==> src/rtl/pc_sequencer.sv <==
// pc_sequencer: fetch PC generator with BOOT/RUN/HALT control FSM.
// Ports: clk, reset (async, active-high), stall, br_taken, br_offset,
//   br_reg, reg_target, halt -> pc, pc_plus4, fetch_valid, halted.
// Macro PC_MISALIGN_TRAP_EN: misaligned br_reg target halts the
//   sequencer and raises misalign_err (port exists only then).
module pc_sequencer #(
  parameter logic [63:0] RESET_PC = 64'h0
) (
  input  logic        clk,
  input  logic        reset,
  input  logic        stall,
  input  logic        br_taken,
  input  logic [63:0] br_offset,
  input  logic        br_reg,
  input  logic [63:0] reg_target,
  input  logic        halt,
  output logic [63:0] pc,
  output logic [63:0] pc_plus4,
  output logic        fetch_valid,
  output logic        halted
`ifdef PC_MISALIGN_TRAP_EN
  ,
  output logic        misalign_err
`endif
);

  typedef enum logic [1:0] {
    BOOT = 2'd0,
    RUN  = 2'd1,
    HALT = 2'd2
  } state_e;

  state_e      state_q, state_d;
  logic [63:0] pc_q, pc_d;
  logic [63:0] seq_pc;
  logic [63:0] br_tgt;
  logic [63:0] reg_tgt;
  logic        bad_tgt;
  logic        trap;

  assign seq_pc = pc_q + 64'd4;

  // Word offset to byte offset; the top two bits fall off.
  assign br_tgt = pc_q + {br_offset[61:0], 2'b00};

`ifdef PC_MISALIGN_TRAP_EN
  assign reg_tgt = reg_target;
  assign bad_tgt = |reg_target[1:0];
`else
  assign reg_tgt = reg_target & ~64'h3;
  assign bad_tgt = 1'b0;
`endif

  // A bad target only matters when br_reg actually wins priority.
  assign trap = (state_q == RUN) && !halt && !stall
                && br_reg && bad_tgt;

  always_ff @(posedge clk or posedge reset) begin
    if (reset) begin
      state_q <= BOOT;
      pc_q    <= RESET_PC;
    end else begin
      state_q <= state_d;
      pc_q    <= pc_d;
    end
  end

  always_comb begin
    state_d = state_q;
    case (state_q)
      BOOT:    state_d = halt ? HALT : RUN;
      RUN:     if (halt || trap) state_d = HALT;
      HALT:    state_d = HALT;
      default: state_d = BOOT;
    endcase
  end

  always_comb begin
    pc_d = pc_q;
    if (state_q == RUN) begin
      priority case (1'b1)
        halt:     pc_d = pc_q;
        stall:    pc_d = pc_q;
        br_reg:   pc_d = bad_tgt ? pc_q : reg_tgt;
        br_taken: pc_d = br_tgt;
        default:  pc_d = seq_pc;
      endcase
    end
  end

  always_comb begin
    pc          = pc_q;
    pc_plus4    = seq_pc;
    fetch_valid = (state_q == RUN);
    halted      = (state_q == HALT);
  end

`ifdef PC_MISALIGN_TRAP_EN
  logic mis_q, mis_d;

  assign mis_d = mis_q | trap;

  always_ff @(posedge clk or posedge reset) begin
    if (reset) mis_q <= 1'b0;
    else       mis_q <= mis_d;
  end

  assign misalign_err = mis_q;
`endif

endmodule

==> config.mk <==
export PLATFORM = sky130hd
export DESIGN_NAME = pc_sequencer
export DESIGN_NICKNAME = d
export VERILOG_FILES = /design/src/rtl/pc_sequencer.sv
export SDC_FILE = /design/constraint.sdc
export NUM_CORES = 1
export LEC_CHECK = 0
export ABC_AREA = 1
export CORE_MARGIN = 10
export CORE_UTILIZATION = 47
export DETAILED_ROUTE_END_ITERATION = 7
export PLACE_DENSITY = 0.79
export SETUP_SLACK_MARGIN = 0.5
export SYNTH_ARGS = -nofsm -noshare
export SYNTH_HDL_FRONTEND = slang
export SYNTH_SLANG_ARGS = --single-unit
==> constraint.sdc <==
create_clock -name clk -period 2 [get_ports clk]
set_input_delay 0.3 -clock clk [delete_from_list [all_inputs] [get_ports clk]]
set_output_delay 0.3 -clock clk [all_outputs]
set_load 0.005 [all_outputs]
==> results.sh, run 1 <==
export IMPL_ys_types=40
export IMPL_grt_pass1_vias=23750
export IMPL_lastStage="global routing (5_1_grt)"
export IMPL_dp_hpwl_um=51070
export IMPL_synth_top_cell_area_share=0.2586
export IMPL_synthTopCellsByArea="nand2_1 (26%), dfrtp_1 (14%), inv_1 (13%)"
export IMPL_netlist_area_um2=11130
export IMPL_die_y_um=173.9
export IMPL_dp_cells=3081
export IMPL_pre_cts_slack_ps=-640.7
export IMPL_synth_xor_area_share=0.04641
export IMPL_gp_congestion=1.067
export IMPL_clock_path_buffers=2
export IMPL_io_pins=264
export IMPL_numCtsBuffers=9
export IMPL_synth_seq_cells=64
export IMPL_grt_overflow=9
export IMPL_track_usage=0.6298
export IMPL_hold_buffers=0
export IMPL_yosys_area_share_simple=0.4511
export IMPL_rows=56
export IMPL_clkSinkCount=64
export IMPL_yosysSeqAreaShare=0.1439
export IMPL_status="stopped before the end"
export IMPL_initial_core_util=0.4757
export IMPL_muxShareOfSynthArea=0
export IMPL_grt_first_pass_wirelength_um=145900
export IMPL_grt_start_max_net_pins=65
export IMPL_synthAdderAreaFrac=0.07597
export IMPL_root_buffer="clkbuf_16"
export IMPL_error="[ERROR GRT-0116] Global routing finished with congestion. Check the congestion regions in the DRC Viewer."
export IMPL_die_x_um=173.9
export IMPL_synth_cells=2134
export IMPL_h_tree_depth=3
export IMPL_syn_mean_instance_area_um2=5.217
export IMPL_yosysTopAreaCell="nand2_1"
export IMPL_yosys_warnings=0
export IMPL_synth_compound_area_share=0.1288
export IMPL_port_buffers=255
export IMPL_synth_top_family_by_area="simple AND/OR/NAND/NOR gates"
-- what timing repair did --
item | in CTS
resized for setup | 905
pin swaps | 279
setup endpoints to repair | 188
setup buffers | 135
-- logic make-up after synthesis --
group / after synthesis
other cells: 1
fa+ha+maj: 67
compound gates: 263
buf+inv: 451
xor+xnor: 59
simple gates: 1229
flops: 64
-- cells in the mapped netlist (all sizes together) --
cell and instances:
a21boi 1, a21oi 153, a22oi 7, and2 2
buf 10, clkbuf 34, clkinv 3, conb 1
dfrtp 64, fa 1, ha 66, inv 404
nand2 768, nand3 134, nand3b 3, nand4 35
nor2 240, nor3 38, nor3b 2, nor4 2
o211ai 12, o21ai 62, o21bai 24, o221ai 1
o22ai 3, or2 5, xnor2 9, xor2 50
-- metal layers --
layer  GRT overflow  GRT usage
met1              0     0.6202
met3              0     0.4700
met5              0     0.1744
met2              2     0.8205
met4              7     0.5942
-- metrics by stage --
step           cell area, um2  TNS, ps
4_1_cts                 21710   -28750
3_5_place_dp            18390   -43960
3_3_place_gp            18390   -40310
2_1_floorplan           12380        0
==> inputs of run 2 (changes only) <==
Settings changed: CORE_UTILIZATION 47 to 40, PLACE_DENSITY 0.79 to default, PLACE_DENSITY_LB_ADDON from default to 0.15, SETUP_SLACK_MARGIN 0.5 to default.
Clock period 2 ns to 2.6 ns, I/O delays scaled along.
==> results.sh, run 2 <==
export IMPL_status="complete, but fails checks"
export IMPL_violations="design-rule violations, negative setup slack"
export IMPL_final_cell_mix="nand2_1 (664), buf_4 (401), inv_1 (384)"
export IMPL_die_x_um=186.8
export IMPL_wl_um=65780
export IMPL_vias_per_cell=5.362
export IMPL_grt_first_pass_wirelength_um=90710
export IMPL_detail_route_drc_violations=4
export IMPL_syn_mean_instance_area_um2=5.217
export IMPL_grt_pass1_vias=15460
export IMPL_clock_path_buffers=2
export IMPL_track_usage=0.3323
export IMPL_period_minus_slack_ps=2913
export IMPL_synthTopCellsByArea="nand2_1 (26%), dfrtp_1 (14%), inv_1 (13%)"
export IMPL_use_met2=0.5406
export IMPL_core_area_um2=27630
export IMPL_cp_top_family="buffers and inverters"
export IMPL_hold_viol=0
export IMPL_finalSetupViolCount=30
export IMPL_cp_end_kind="output pin"
export IMPL_worstReg2RegEnd="pc[30]"
export IMPL_critPathSlowestCell="clkdlybuf4s50_1"
export IMPL_drtIter0Drc=2170
export IMPL_antenna_left=0
export IMPL_grt_start_max_net_pins=66
export IMPL_h_tree_depth=3
export IMPL_final_nets=2996
export IMPL_ys_types=40
export IMPL_start_kind="register"
export IMPL_total_power_mw=22.90
export IMPL_root_buffer="clkbuf_16"
export IMPL_hold_path_class="input pin to asynchronous set/reset pin"
export IMPL_pwr_share_clk=0.062
export IMPL_rows=61
export IMPL_synth_top_family_by_area="simple AND/OR/NAND/NOR gates"
export IMPL_diodes=0
export IMPL_worstSetupPathType="register to output pin"
export IMPL_power_frac_seq=0.113
export IMPL_setup_tns_ps=-2395
export IMPL_yosys_warnings=0
export IMPL_yosys_area_share_simple=0.4511
export IMPL_finClkSkew_ps=10.69
export IMPL_dieArea_um2=34910
export IMPL_r2r_cells=15
export IMPL_slew_viol_final=0
export IMPL_rr_startpoint="pc[9]"
export IMPL_routedWlPerCell_um=20.70
export IMPL_p_int_mw=11.00
export IMPL_synth_edff_count=0
export IMPL_layout_commonest_cell="nand2_1"
export IMPL_netlist_area_um2=11130
export IMPL_synthAdderAreaFrac=0.07597
export IMPL_gp_congestion=1.020
export IMPL_peakVddDrop_mv=0.6145
export IMPL_yosys_top_cells_count="nand2_1 (767), inv_1 (391), nor2_1 (233), a21oi_1 (153), nand3_1 (132)"
export IMPL_fin_util=0.7027
export IMPL_synth_xor_area_share=0.04641
export IMPL_antenna_found_initial=0
export IMPL_clk_latency_ps=350
export IMPL_relSlewSlack=0.6421
export IMPL_grt_most_used_layer="met2"
export IMPL_rsz0062_at_grt="true"
export IMPL_grtUsageMet3=0.05705
export IMPL_crit_required_ps=2210
export IMPL_tightest_slew_ps=536.8
export IMPL_reg2reg_slack_ps=-30
export IMPL_p_leak_nw=10.43
export IMPL_synth_compound_area_share=0.1288
export IMPL_drive_gt1_frac=0.3014
export IMPL_p_sw_frac=0.5197
export IMPL_yosysSeqAreaShare=0.1439
export IMPL_synthFlopType="dfrtp_1"
export IMPL_critPathMaxFanout=3
export IMPL_setup_slack_ps=-313.1
export IMPL_yosysTopAreaCell="nand2_1"
export IMPL_clkSinkCount=64
export IMPL_initial_core_util=0.4030
export IMPL_dp_hpwl_um=50200
export IMPL_power_density_nw_per_um2=1179
export IMPL_synth_cells=2134
export IMPL_max_freq_mhz=343.3
export IMPL_fin_crit_sh=1.120
export IMPL_largest_reg_flops=62
export IMPL_grt_overflow=0
export IMPL_die_y_um=186.8
export IMPL_synth_most_common_cell="nand2_1"
export IMPL_firstDrtPassIters=8
export IMPL_numCtsBuffers=9
export IMPL_drv_cap=0
export IMPL_slowest_delay_ps=470
export IMPL_synth_async_reset_ratio=1.000
export IMPL_path_clk_slew_ps=70
export IMPL_muxShareOfSynthArea=0
export IMPL_port_buffers=255
export IMPL_vias=17040
export IMPL_pwr_share_comb=0.824
export IMPL_grt_util_met1=0.4075
export IMPL_io_pins=264
export IMPL_hold_buffers=0
export IMPL_critPathBufInv=3
export IMPL_cts_tree="done"
export IMPL_synth_top_cell_area_share=0.2586
export IMPL_whs_ps=444.5
export IMPL_area_growth_pct=74.40
export IMPL_cp_arrival_ps=2520
export IMPL_synth_seq_cells=64
export IMPL_crit_chain="ha_4 -> nand3_4 -> nor2_4 -> nand2_2 -> inv_1 -> nand2_4 -> buf_4 -> o21ai_1 -> nand2_1 -> clkdlybuf4s50_1"
export IMPL_p_sw_mw=11.90
[run 2: final cells by class]
class | count | area, um2
Fill cell | 2366 | 8213
Clock buffer | 10 | 239.0
Timing Repair Buffer | 691 | 5923
Inverter | 407 | 1535
Tap cell | 378 | 473.0
Clock inverter | 6 | 91.34
Multi-Input combinational cell | 1622 | 9504
Sequential cell | 64 | 1650
[run 2: metal layers]
| metal | wire [um] | up-vias |
|---|---|---|
| li1 | - | 7932 |
| met1 | 25300 | 7734 |
| met2 | 28940 | 1110 |
| met3 | 6427 | 266 |
| met4 | 5114 | 0 |
| met5 | 0 | - |
[run 2: through the flow]
step	setup WS (ps)	instance area (um2)	std cells
2_1_floorplan	404.6	11140	2137
3_3_place_gp	-253.0	16500	3053
3_5_place_dp	-340.1	16500	3053
4_1_cts	-193.0	17880	3127
5_1_grt	-342.5	19420	3178
6_report	-313.1	19420	3178
[run 2: worst max path at each step]
stage,from,to,slack [ps],cells after the start
after floorplan,pc[2],pc[62],400,16
after global placement,br_offset[0],pc[57],-250,15
after detailed placement,br_offset[0],pc[30],-340,15
after CTS,pc[17],pc_plus4[29],-190,7
after global routing,pc[2],pc_plus4[56],-340,10
final,pc[2],pc_plus4[56],-310,10
[run 2: cell families (layout without fill, tap and decap cells)]
| kind of cell | Yosys count | in the layout |
|---|---|---|
| simple gates | 1229 | 1229 |
| buf+inv | 451 | 1114 |
| compound gates | 263 | 263 |
| fa+ha+maj | 67 | 67 |
| flops | 64 | 64 |
| xor+xnor | 59 | 59 |
| other cells | 1 | 4 |
[run 2: repair_timing]
action                                  4_1_cts  5_1_grt
pin swaps                                    40       81
endpoints found under the setup margin       55       92
resized for setup                           212      345
buffers inserted                             58       54
[run 2: tightest hold or removal path, delay by kind of cell]
kind / cells / cell delay [ps]
buffers and inverters: 3 / 810
[run 2: power by group through the flow]
stage,Sequential (mW),Clock (mW),Combinational [mW]
after floorplan,2.26,0,6.98
after global placement,2.67,0,15.2
after detailed placement,2.68,0,15.4
after CTS,2.54,1.40,16.4
after global routing,2.59,1.46,20.2
final,2.60,1.43,18.9
Power figures use the tool's default switching activity.
